### config.mk
export PLATFORM = sky130hd
export DESIGN_NAME = fir_tap_sequencer
export DESIGN_NICKNAME = d
export VERILOG_FILES = /design/src/rtl/fir_tap_sequencer.sv
export SDC_FILE = /design/constraint.sdc
export NUM_CORES = 1
export LEC_CHECK = 0
export ABC_AREA = 0
export CORE_MARGIN = 4
export CORE_UTILIZATION = 60
export CTS_BUF_LIST = sky130_fd_sc_hd__clkbuf_4
export CTS_CLUSTER_DIAMETER = 200
export CTS_CLUSTER_SIZE = 14
export DETAILED_ROUTE_END_ITERATION = 8
export PLACE_DENSITY = 0.8
export SYNTH_ARGS = -nofsm -noshare
export SYNTH_HDL_FRONTEND = slang
export SYNTH_SLANG_ARGS = --single-unit
### constraint.sdc
create_clock -name clk -period 5.3 [get_ports clk]
set_clock_uncertainty 0.15 [all_clocks]
set_input_delay 1.06 -clock clk [delete_from_list [all_inputs] [get_ports clk]]
set_output_delay 1.06 -clock clk [all_outputs]
set_load 0.01 [all_outputs]
### src/rtl/fir_tap_sequencer.sv
// fir_tap_sequencer: per input sample, streams NTAPS (x[n-k], coef[k]) pairs
// over two independently handshaked output channels.
module fir_tap_sequencer #(
    parameter int DW = 24,
    parameter int CW = 18,
    parameter int NTAPS = 8,
    localparam int AW = $clog2(NTAPS)
) (
    input  logic          clk,
    input  logic          rst_n,
    input  logic [DW-1:0] s_axis_tdata,
    input  logic          s_axis_tvalid,
    output logic          s_axis_tready,
    input  logic          coef_wr_en,
    input  logic [AW-1:0] coef_wr_addr,
    input  logic [CW-1:0] coef_wr_data,
    output logic [DW-1:0] m_axis_atdata,
    output logic          m_axis_atvalid,
    input  logic          m_axis_atready,
    output logic          m_axis_atlast,
    output logic [CW-1:0] m_axis_btdata,
    output logic          m_axis_btvalid,
    input  logic          m_axis_btready
);
    typedef enum logic {IDLE, RUN} state_t;
    localparam logic [AW:0] NT = (AW + 1)'(NTAPS);
    localparam logic [AW-1:0] LAST = AW'(NTAPS - 1);
    state_t state, state_n;
    logic [DW-1:0] hist [NTAPS];
    logic [CW-1:0] coef [NTAPS];
    logic [AW-1:0] wp, rp, k, k_n, rp_n;
    logic a_done, b_done;
    logic s_hs, a_hs, b_hs, pair_done, wr_ok;
    logic [CW-1:0] coef_n;
    assign s_axis_tready = state == IDLE;
    assign s_hs = s_axis_tvalid && s_axis_tready;
    assign a_hs = m_axis_atvalid && m_axis_atready;
    assign b_hs = m_axis_btvalid && m_axis_btready;
    assign pair_done = state == RUN && (a_done || a_hs) && (b_done || b_hs);
    assign wr_ok = coef_wr_en && ({1'b0, coef_wr_addr} < NT);
    assign k_n = s_hs ? '0 : k + AW'(1);
    assign rp_n = rp == '0 ? LAST : rp - AW'(1);
    // A write landing on the same edge that captures its index must be seen
    assign coef_n = (wr_ok && coef_wr_addr == k_n) ? coef_wr_data : coef[k_n];
    always_comb begin
        state_n = state;
        if (state == IDLE)
            state_n = s_hs ? RUN : IDLE;
        else
            state_n = (pair_done && k == LAST) ? IDLE : RUN;
    end
    always_ff @(posedge clk or negedge rst_n) begin
        if (!rst_n)
            state <= IDLE;
        else
            state <= state_n;
    end
    always_ff @(posedge clk or negedge rst_n) begin
        if (!rst_n) begin
            for (int i = 0; i < NTAPS; i++) begin
                hist[i] <= '0;
                coef[i] <= '0;
            end
            wp <= '0;
            rp <= '0;
            k <= '0;
            a_done <= 1'b0;
            b_done <= 1'b0;
            m_axis_atdata <= '0;
            m_axis_btdata <= '0;
            m_axis_atlast <= 1'b0;
            m_axis_atvalid <= 1'b0;
            m_axis_btvalid <= 1'b0;
        end else begin
            if (wr_ok)
                coef[coef_wr_addr] <= coef_wr_data;
            if (s_hs) begin
                hist[wp] <= s_axis_tdata;
                wp <= wp == LAST ? '0 : wp + AW'(1);
                rp <= wp;
                k <= '0;
                a_done <= 1'b0;
                b_done <= 1'b0;
                m_axis_atdata <= s_axis_tdata;
                m_axis_btdata <= coef_n;
                m_axis_atlast <= k_n == LAST;
                m_axis_atvalid <= 1'b1;
                m_axis_btvalid <= 1'b1;
            end else if (pair_done) begin
                a_done <= 1'b0;
                b_done <= 1'b0;
                if (k == LAST) begin
                    k <= '0;
                    m_axis_atlast <= 1'b0;
                    m_axis_atvalid <= 1'b0;
                    m_axis_btvalid <= 1'b0;
                end else begin
                    k <= k_n;
                    rp <= rp_n;
                    m_axis_atdata <= hist[rp_n];
                    m_axis_btdata <= coef_n;
                    m_axis_atlast <= k_n == LAST;
                    m_axis_atvalid <= 1'b1;
                    m_axis_btvalid <= 1'b1;
                end
            end else if (state == RUN) begin
                a_done <= a_done || a_hs;
                b_done <= b_done || b_hs;
                if (a_hs)
                    m_axis_atvalid <= 1'b0;
                if (b_hs)
                    m_axis_btvalid <= 1'b0;
            end
        end
    end
endmodule

# Word level (Yosys, flattened, before mapping)
# Index checks and enable logic that the tools add are counted.
# totals
reg_bits	393
output_inout_bits	46
word_cells	114
in_bits	51
# op_classes
reduce_logical	19
order_cmp	6
n_eq_ne	5
add_sub_neg	3
n_bitwise	5
muxes	49
# op_table
op	n
$bwmux 192	1
$bwmux 144	1
$mux 24	6
$mux 18	7
$bmux 24 s3	1
$demux 24 s3	1
$bmux 18 s3	1
$demux 18 s3	1
$mux 3	9
$mux 1	21
$ge 4x4->1 const B	4
$not 3->4	4
$eq 3x3->1 const B	3
$logic_and 1x1->1	9
$reduce_bool 3->1	3
$lt 4x1->1 const B	2
$add 3x1->3 const B	2
$reduce_and 2->1	3
$eq 3x3->1	1
$logic_not 3->1	1
$sub 3x1->3 const B	1
$logic_or 1x1->1	2
$ne 2x2->1 const B	1
$reduce_bool 2->1	1
$not 1->1	1

# Depth between registers and ports, before layout
# Gate-level depths: netlist of the first run.
# depth
ltp_word	11
depth_mapped	12
mapped_depth_nobuf	8

# Least setup slack after synthesis of the first run
# OpenSTA, ideal clock, no wires.
# synth_timing
path_type	register -> register
start	register rp[0]
end	register m_axis_atdata[3]
path_stages_with_launch	11
n_path_buf	5
required_ps	5015
arrival_ps	2514
setup_time_ps	135
synth_period_minus_slack_ps	2799
slack_ps	2501
path_cell_list	dfrtp_1 > clkbuf_1 > buf_2 > buf_4 > inv_1 > ha_1 > buf_2 > buf_1 > mux4_2 > mux2i_1 > o21ai_0
# synth_via
elab_chain_len	9
elab_cells_between_ends	10
classes_between	add/sub: 1; mux: 7; bitwise: 1; reduce/logical: 1
# synth_rtl
element	line_no	source
from (decl)	31	logic [AW-1:0] wp, rp, k, k_n, rp_n;
from (signal assigned)	80	rp <= wp;
from (signal assigned)	99	rp <= rp_n;
$sub 3x1->3 / $logic_not 3->1 (equally long branches)	42	assign rp_n = rp == '0 ? LAST : rp - AW'(1);
$mux 3 (*)	42	
$not 3->4 (not written as such) (*)	100	m_axis_atdata <= hist[rp_n];
$bmux 24 s3 (*)	100	
$mux 24 (not written as such) (*) (2 in a row)	100	
$mux 24 (*)	92	if (k == LAST) begin
$mux 24 (*)	89	end else if (pair_done) begin
$mux 24 (*)	77	if (s_hs) begin
to (signal assigned)	84	m_axis_atdata <= s_axis_tdata;
to (signal assigned)	100	
to (decl)	17	output logic [DW-1:0] m_axis_atdata,
# Mark *: on every way between the ends. The rest lies on a longest branch, timed or not. The select of a mux whose other input is x is not followed.
# A chain may end at the register's enable or synchronous reset.

# Final worst setup path of the first run
# layout_timing
start	input m_axis_btready
end	register m_axis_btdata[1]
# layout_via
elab_chain_len	5
# layout_rtl
element	line_no	source
from (decl)	23	input logic m_axis_btready
$logic_and 1x1->1	38	assign b_hs = m_axis_btvalid && m_axis_btready;
$logic_or 1x1->1	39	assign pair_done = state == RUN && (a_done || a_hs) && (b_done || b_hs);
$logic_and 1x1->1	39	
$reduce_bool 2->1 (no line)	--	
$reduce_and 2->1 (no line)	--	
to (signal assigned)	85	m_axis_btdata <= coef_n;
to (signal assigned)	101	m_axis_btdata <= coef_n;
to (decl)	21	output logic [CW-1:0] m_axis_btdata,
# Every way passes these cells.

==> flow_summary.toml, run 1 <==
[worst_setup_path]
timing.rr.start = "k[0]"
cp.depth = 8
cp-startpoint = "m_axis_btready"
critPathKind = "input port to register"
reg2reg_to = "rp[0]"
path_cells = "clkdlybuf4s50_1 > a21oi_1 > nor4_4 > buf_4 > nor2_2 > buf_4 > a21oi_1 > a21oi_1"
start_kind = "input port"
r2r_cells = 6
arrival_ns = 3.70
cp_common_cell = "a21oi_1"
crit_fanout = 40
cp_slowest_cell = "nor2_2"
cp_data_required_time_ns = 5.73
path_delay_family = "buffers and inverters"
worst_path_largest_cell_delay_ns = 0.81
endpoint = "m_axis_btdata[1]"
endpoint_kind = "register"
rrSetupSlack_ns = 2.33
worst-path-buf-inv = 3

[sta]
setup_slack_ns = 2.03
layout_min_cycle_time_ns = 3.27
fin_setup_tns_ns = 0
finalSetupViolCount = 0
report.final.slew_viol_count = 0
final-hold-violation-count = 0
relSlewSlack = 0.330
rsz0062_at_grt = "false"
worst-slew-pin-transition_ns = 1.00
max_freq_ghz = 0.305
final.period_utilization = 0.618

[synthesis]
avgSynthCellArea_um2 = 13.9
synthAdderAreaFrac = 0.00420
synth.distinct_cells = 46
synth_warnings = 0
synthMuxAreaShare = 0.309
synth-simple-area-share = 0.0441
synthesis.nets = 1346
synthFlopType = "dfrtp_1"
synth-seq-area-share = 0.550
syn_inst = 1289
synth_top_cell_area_share = 0.550
netlist_area_um2 = 17900
synth_top_family_by_area = "multiplexers"
async_flop_share = 1.00
synth_compound_area_frac = 0.0664
ys_seq_elements = 393
synth_area_leaders = "dfrtp_1 55%, mux2_2 21%, mux4_2 5.4%"
synth_edf_count = 0
synth_top_cell_by_area = "dfrtp_1"
synth_xor_area_frac = 0.000490

[power]
comb_power_share = 0.373
p_leak_uw = 0.00881
peakVddDrop_uv = 346
swShare = 0.345
p_int_uw = 5200
power_density_nw_per_um2 = 405
sequentialPowerShare = 0.471
p_switching_uw = 2730
clkPwrFrac = 0.156

[final_layout]
fin_area_um2 = 19600
finalNonFillerCells = 1759
multi_input_area_um2 = 7630
fillCellCount = 2078
final_cell_mix = "391 x dfrtp_1, 339 x mux2_2, 95 x clkdlybuf4s50_1"
drive_gt1_frac = 0.371
nNetsFinal = 1427
regArea_um2 = 9840
final_common_cell = "dfrtp_1"
area_delta_synth_final_pct = 9.49

[global_routing]
grtUsageTotal = 0.241
overflow = 0
grt_pass1_wl_mm = 64.0
grt_max_degree = 125
antenna_found_initial = 1
grt_pass1_vias = 11600

[route]
wl_per_cell_um = 22.2
route.vias.total = 11100
dr.pass1.iters = 5
drt_wl_total_mm = 39.1
drtIter0Drc = 764
route.detailed.drc = 0
ant_nets = 0
drt-vias-per-instance = 6.31

[run_status]
status = "finished, final reports clean"

[clock_network]
cts_buffer_depth = 3
cts.sinks = 393
ctsRootBufferMaster = "clkbuf_4"
cts_setup_buffers = 0
cts_hold_buf = 0
clock_latency_ns = 0.68
cts_tree = "yes"
numCtsBuffers = 34
cts_resized = 0
htree_num_levels = 2
path_clk_slew_ns = 0.15

[die]
dieArea_um2 = 32600
dieHeight_um = 181
ioPinCount = 97
core_um2 = 29100
std_cell_rows = 62
dieWidth_um = 181
start_util = 0.615

[placed_design]
portBuffers = 96
dp.cells = 1718
finalWeightedCongestion = 0.804
hpwlAfterDp_mm = 24.0
preCtsSetupSlack_ns = 1.39
placed_cell_area_um2 = 19300

[job]
maxCapViolCount = 0

[worst_hold_path]
min_path_type = "input port to async pin"
[sequential cells by signal, summed over array words and instances (netlist names), 3 cells and up]
signal / count
m_axis_btdata: 18
rp: 3
hist: 192
coef: 144
k: 3
wp: 3
m_axis_atdata: 24
[stage by stage]
step / power [µW] / utilization / hold slack [ns]
final: 7930 / 0.673 / 0.349
after global routing: 8380 / 0.673 / 0.382
after CTS: 7980 / 0.673 / 0.338
after detailed placement: 6750 / 0.663 / 0.323
after global placement: 6680 / 0.663 / 0.315
after floorplan: 5680 / - / 0.299
[cells by family (layout without fill, tap and decap cells)]
family	after synthesis	after routing
buffers and inverters	97	182
AO/OA/AOI/OAI	171	171
multiplexers	455	455
adder cells (fa/ha/maj)	6	6
XOR/XNOR	1	1
flip-flops	393	393
AND/OR/NAND/NOR	166	166
other	0	1
[layer usage]
metal,GRT usage,up-vias,wire length [µm]
li1,-,4917,-
met3,0.0331,71,1770
met4,0.0602,0,781
met5,0,-,0
met2,0.397,270,19200
met1,0.344,5842,17300
[worst register-to-register path, cell delays in order, from the launching register on]
cell	delay, ns
dfrtp_2	0.44
ha_1	0.21
ha_1	0.24
or4_1	0.74
nand2_1	0.80
o211ai_1	0.20
o21ai_0	0.13
[power groups by stage]
stage	clock (µW)	combinational [µW]	sequential, µW
after floorplan	0	1910	3770
after global placement	0	2910	3770
after detailed placement	0	2970	3780
after CTS	1280	2970	3730
after global routing	1400	3200	3780
final	1240	2960	3730
[cells in the mapped netlist (3+ instances only)]
cell type	number
nand4b_1	3
o221a_2	9
buf_2	48
mux2_1	6
inv_1	6
a221o_1	10
ha_1	6
a21oi_2	20
nand2_1	60
nand3_1	36
mux2i_1	67
nor3_2	3
a21oi_1	20
clkbuf_1	27
mux2_2	339
o21ai_0	67
nor2_1	39
o2111ai_1	8
mux4_2	43
buf_1	4
buf_4	10
nand4_1	10
o211ai_1	20
a22oi_1	5
nand2b_1	4
dfrtp_1	393
[final cells by class]
type                       instances  share of cell area
sequential                       393               0.502
multi-input combinational        799               0.390
timing repair buffer             135              0.0662
tap                              384              0.0245
clock buffer                      38              0.0146
inverter                           7             0.00134
clock inverter                     2             0.00102
antenna                            1            0.000128
[worst min path at each step]
stage                          from             to  slack [ns]  depth (start not counted)
after global placement    hist[113]      hist[113]        0.31                          1
after CTS                     rst_n  m_axis_atlast        0.34                          1
after floorplan              b_done         b_done        0.30                          2
final                         rst_n  m_axis_atlast        0.35                          1
after global routing          rst_n  m_axis_atlast        0.38                          1
after detailed placement  hist[102]      hist[102]        0.32                          1
(Power assumes the default switching activity.)
==> run 2, diff against run 1 <==
--- a/config.mk
+++ b/config.mk
@@ -7,12 +7,12 @@
 export LEC_CHECK = 0
 export ABC_AREA = 0
 export CORE_MARGIN = 4
-export CORE_UTILIZATION = 60
+export CORE_UTILIZATION = 56
 export CTS_BUF_LIST = sky130_fd_sc_hd__clkbuf_4
 export CTS_CLUSTER_DIAMETER = 200
 export CTS_CLUSTER_SIZE = 14
 export DETAILED_ROUTE_END_ITERATION = 8
-export PLACE_DENSITY = 0.8
+export PLACE_DENSITY = 0.78
 export SYNTH_ARGS = -nofsm -noshare
 export SYNTH_HDL_FRONTEND = slang
 export SYNTH_SLANG_ARGS = --single-unit
==> constraint.sdc (replaced) <==
create_clock -name clk -period 2.65 [get_ports clk]
set_clock_uncertainty 0.15 [all_clocks]
set_input_delay 0.53 -clock clk [delete_from_list [all_inputs] [get_ports clk]]
set_output_delay 0.53 -clock clk [all_outputs]
set_load 0.01 [all_outputs]
==> run 2 against run 1 <==
Against the previous run:
- non-clock buffer count up 47
- core utilization shrank 3.2 points
- routed wire length grew 2.5%
- sequential power grew 99%
- sequential cell count is the same
- sequential share of layout area shrank 1.6 points
- first-iteration DRC count decreased by 5.5%
- register-to-register slack got worse by 2.1 ns
- die area rose by 6.8%
- final cell count grew 3.8%
- clock power increased by 100%
- critical path type is now register to output pin
- largest power group unchanged
==> flow_summary.toml, run 2 (synthesized netlist as in run 1, its figures left out) <==
[placed_design]
portBuffers = 96
placed_cell_area_um2 = 19900
finalWeightedCongestion = 0.790
hpwlAfterDp_mm = 25.8

[sta]
worst-slew-pin-transition_ns = 0.660
whs_ns = 0.288
relSlewSlack = 0.560
report.final.slew_viol_count = 0
final-hold-violation-count = 0
final.period_utilization = 0.955
layout_min_cycle_time_ns = 2.53
max_freq_ghz = 0.395
rsz0062_at_grt = "false"
finalSetupViolCount = 0

[worst_setup_path]
critPathKind = "register to output pin"
timing.rr.start = "k[0]"
worst-path-buf-inv = 2
endpoint_kind = "output pin"
r2r_cells = 8
start_kind = "register"
crit_fanout = 8
path_delay_family = "buffers and inverters"
path_cells = "inv_2 > clkdlybuf4s50_1"
reg2reg_to = "m_axis_btdata[10]"
cp_slowest_cell = "clkdlybuf4s50_1"
endpoint = "s_axis_tready"
arrival_ns = 1.85
cp.depth = 2
worst_path_largest_cell_delay_ns = 0.55
cp_data_required_time_ns = 1.97
cp-startpoint = "state"
rrSetupSlack_ns = 0.21

[clock_network]
cts_buffer_depth = 3
cts_tree = "yes"
cts_setup_buffers = 0
cts.sinks = 393
ctsRootBufferMaster = "clkbuf_4"
clock_latency_ns = 0.70
path_clk_slew_ns = 0.15
htree_num_levels = 2
numCtsBuffers = 34

[global_routing]
antenna_found_initial = 1
overflow = 0
grt_pass1_vias = 12300
grt_max_degree = 77
grt_pass1_wl_mm = 66.1
grtUsageTotal = 0.233

[die]
std_cell_rows = 65
core_um2 = 31600
dieWidth_um = 187
dieHeight_um = 187
dieArea_um2 = 34900
ioPinCount = 97
start_util = 0.567

[final_layout]
regArea_um2 = 9840
final_common_cell = "dfrtp_1"
drive_gt1_frac = 0.393
fillCellCount = 2371
multi_input_area_um2 = 7640
final_cell_mix = "390 x dfrtp_1, 339 x mux2_2, 95 x clkdlybuf4s50_1"
top_regs = "hist: 192 flops, coef: 144 flops, m_axis_atdata: 24 flops"
nNetsFinal = 1474
area_delta_synth_final_pct = 13.1
fin_area_um2 = 20200
largest_reg_flops = 192
top_register = "hist"

[route]
dr.pass1.iters = 5
route.detailed.drc = 0
drt_wl_total_mm = 40.1
wl_per_cell_um = 22.0
drtIter0Drc = 722
ant_nets = 0
drt-vias-per-instance = 6.20
route.vias.total = 11300

[job]
maxCapViolCount = 0

[worst_hold_path]
min_path_type = "input port to async pin"

[run_status]
status = "finished, final reports clean"

[power]
p_leak_uw = 0.00912
p_total_uw = 16200
peakVddDrop_uv = 612
power_density_nw_per_um2 = 802
run 2: cell type report:
type	instances	area share
clock inverter	2	0.000990
tap	402	0.0249
antenna	2	0.000247
multi-input combinational	799	0.378
timing repair buffer	182	0.0940
clock buffer	38	0.0141
inverter	7	0.00130
sequential	393	0.487
run 2: worst min path at each step:
stage                         from        end  slack [ns]  depth (start not counted)
after floorplan              rst_n     a_done        0.08                          0
final                        rst_n  hist[112]        0.29                          2
after CTS                    rst_n  hist[112]        0.27                          2
after global routing         rst_n  hist[112]        0.28                          2
after detailed placement  hist[99]   hist[99]        0.32                          1
after global placement      b_done     b_done        0.32                          2
run 2: what timing repair did:
item	in CTS	in global routing
setup endpoints to repair	0	10
resized for setup	0	3
hold endpoints to repair	65	0
hold buffers	1	0
run 2: worst register-to-register path: cells and delay by family, from the launching register on:
kind / cells / cell delay (ns)
AOI/OAI and AO/OA: 4 / 0.83
DFF: 1 / 0.44
buffers and inverters: 2 / 0.28
adders and majority gates: 2 / 0.59
run 2: layer usage:
layer / track usage / part of all wire / vias to the layer above
met5: 0 / 0 / -
met4: 0.0634 / 0.025 / 0
met3: 0.0299 / 0.047 / 71
met2: 0.396 / 0.50 / 311
met1: 0.320 / 0.43 / 5938
li1: - / - / 5002
run 2: stage by stage:
| step | setup TNS [ns] | util | cells | worst slack (ns) |
|---|---|---|---|---|
| 4_1_cts | 0 | 0.640 | 1823 | 0.0209 |
| 3_3_place_gp | 0 | 0.630 | 1782 | 0.00145 |
| 6_report | 0 | 0.641 | 1825 | 0.118 |
| 3_5_place_dp | -0.395 | 0.630 | 1782 | -0.0408 |
| 5_1_grt | 0 | 0.641 | 1825 | 0.0322 |
| 2_1_floorplan | 0 | - | 1289 | 0.0162 |
run 2: where the power goes:
part / switching [µW] / total [µW] / leakage, µW / internal [µW]
combinational: 3200 / 6280 / 0.00388 / 3080
clock: 1830 / 2510 / 0.000186 / 679
sequential: 523 / 7430 / 0.00506 / 6910
==> run 3, diff against run 2 <==
--- a/config.mk
+++ b/config.mk
@@ -13,6 +13,7 @@
 export CTS_CLUSTER_SIZE = 14
 export DETAILED_ROUTE_END_ITERATION = 8
 export PLACE_DENSITY = 0.78
+export SLEW_MARGIN = 20
 export SYNTH_ARGS = -nofsm -noshare
 export SYNTH_HDL_FRONTEND = slang
 export SYNTH_SLANG_ARGS = --single-unit
==> results of run 3 <==
Same layout as run 2: the final DEF is identical, and so are final timing and power.
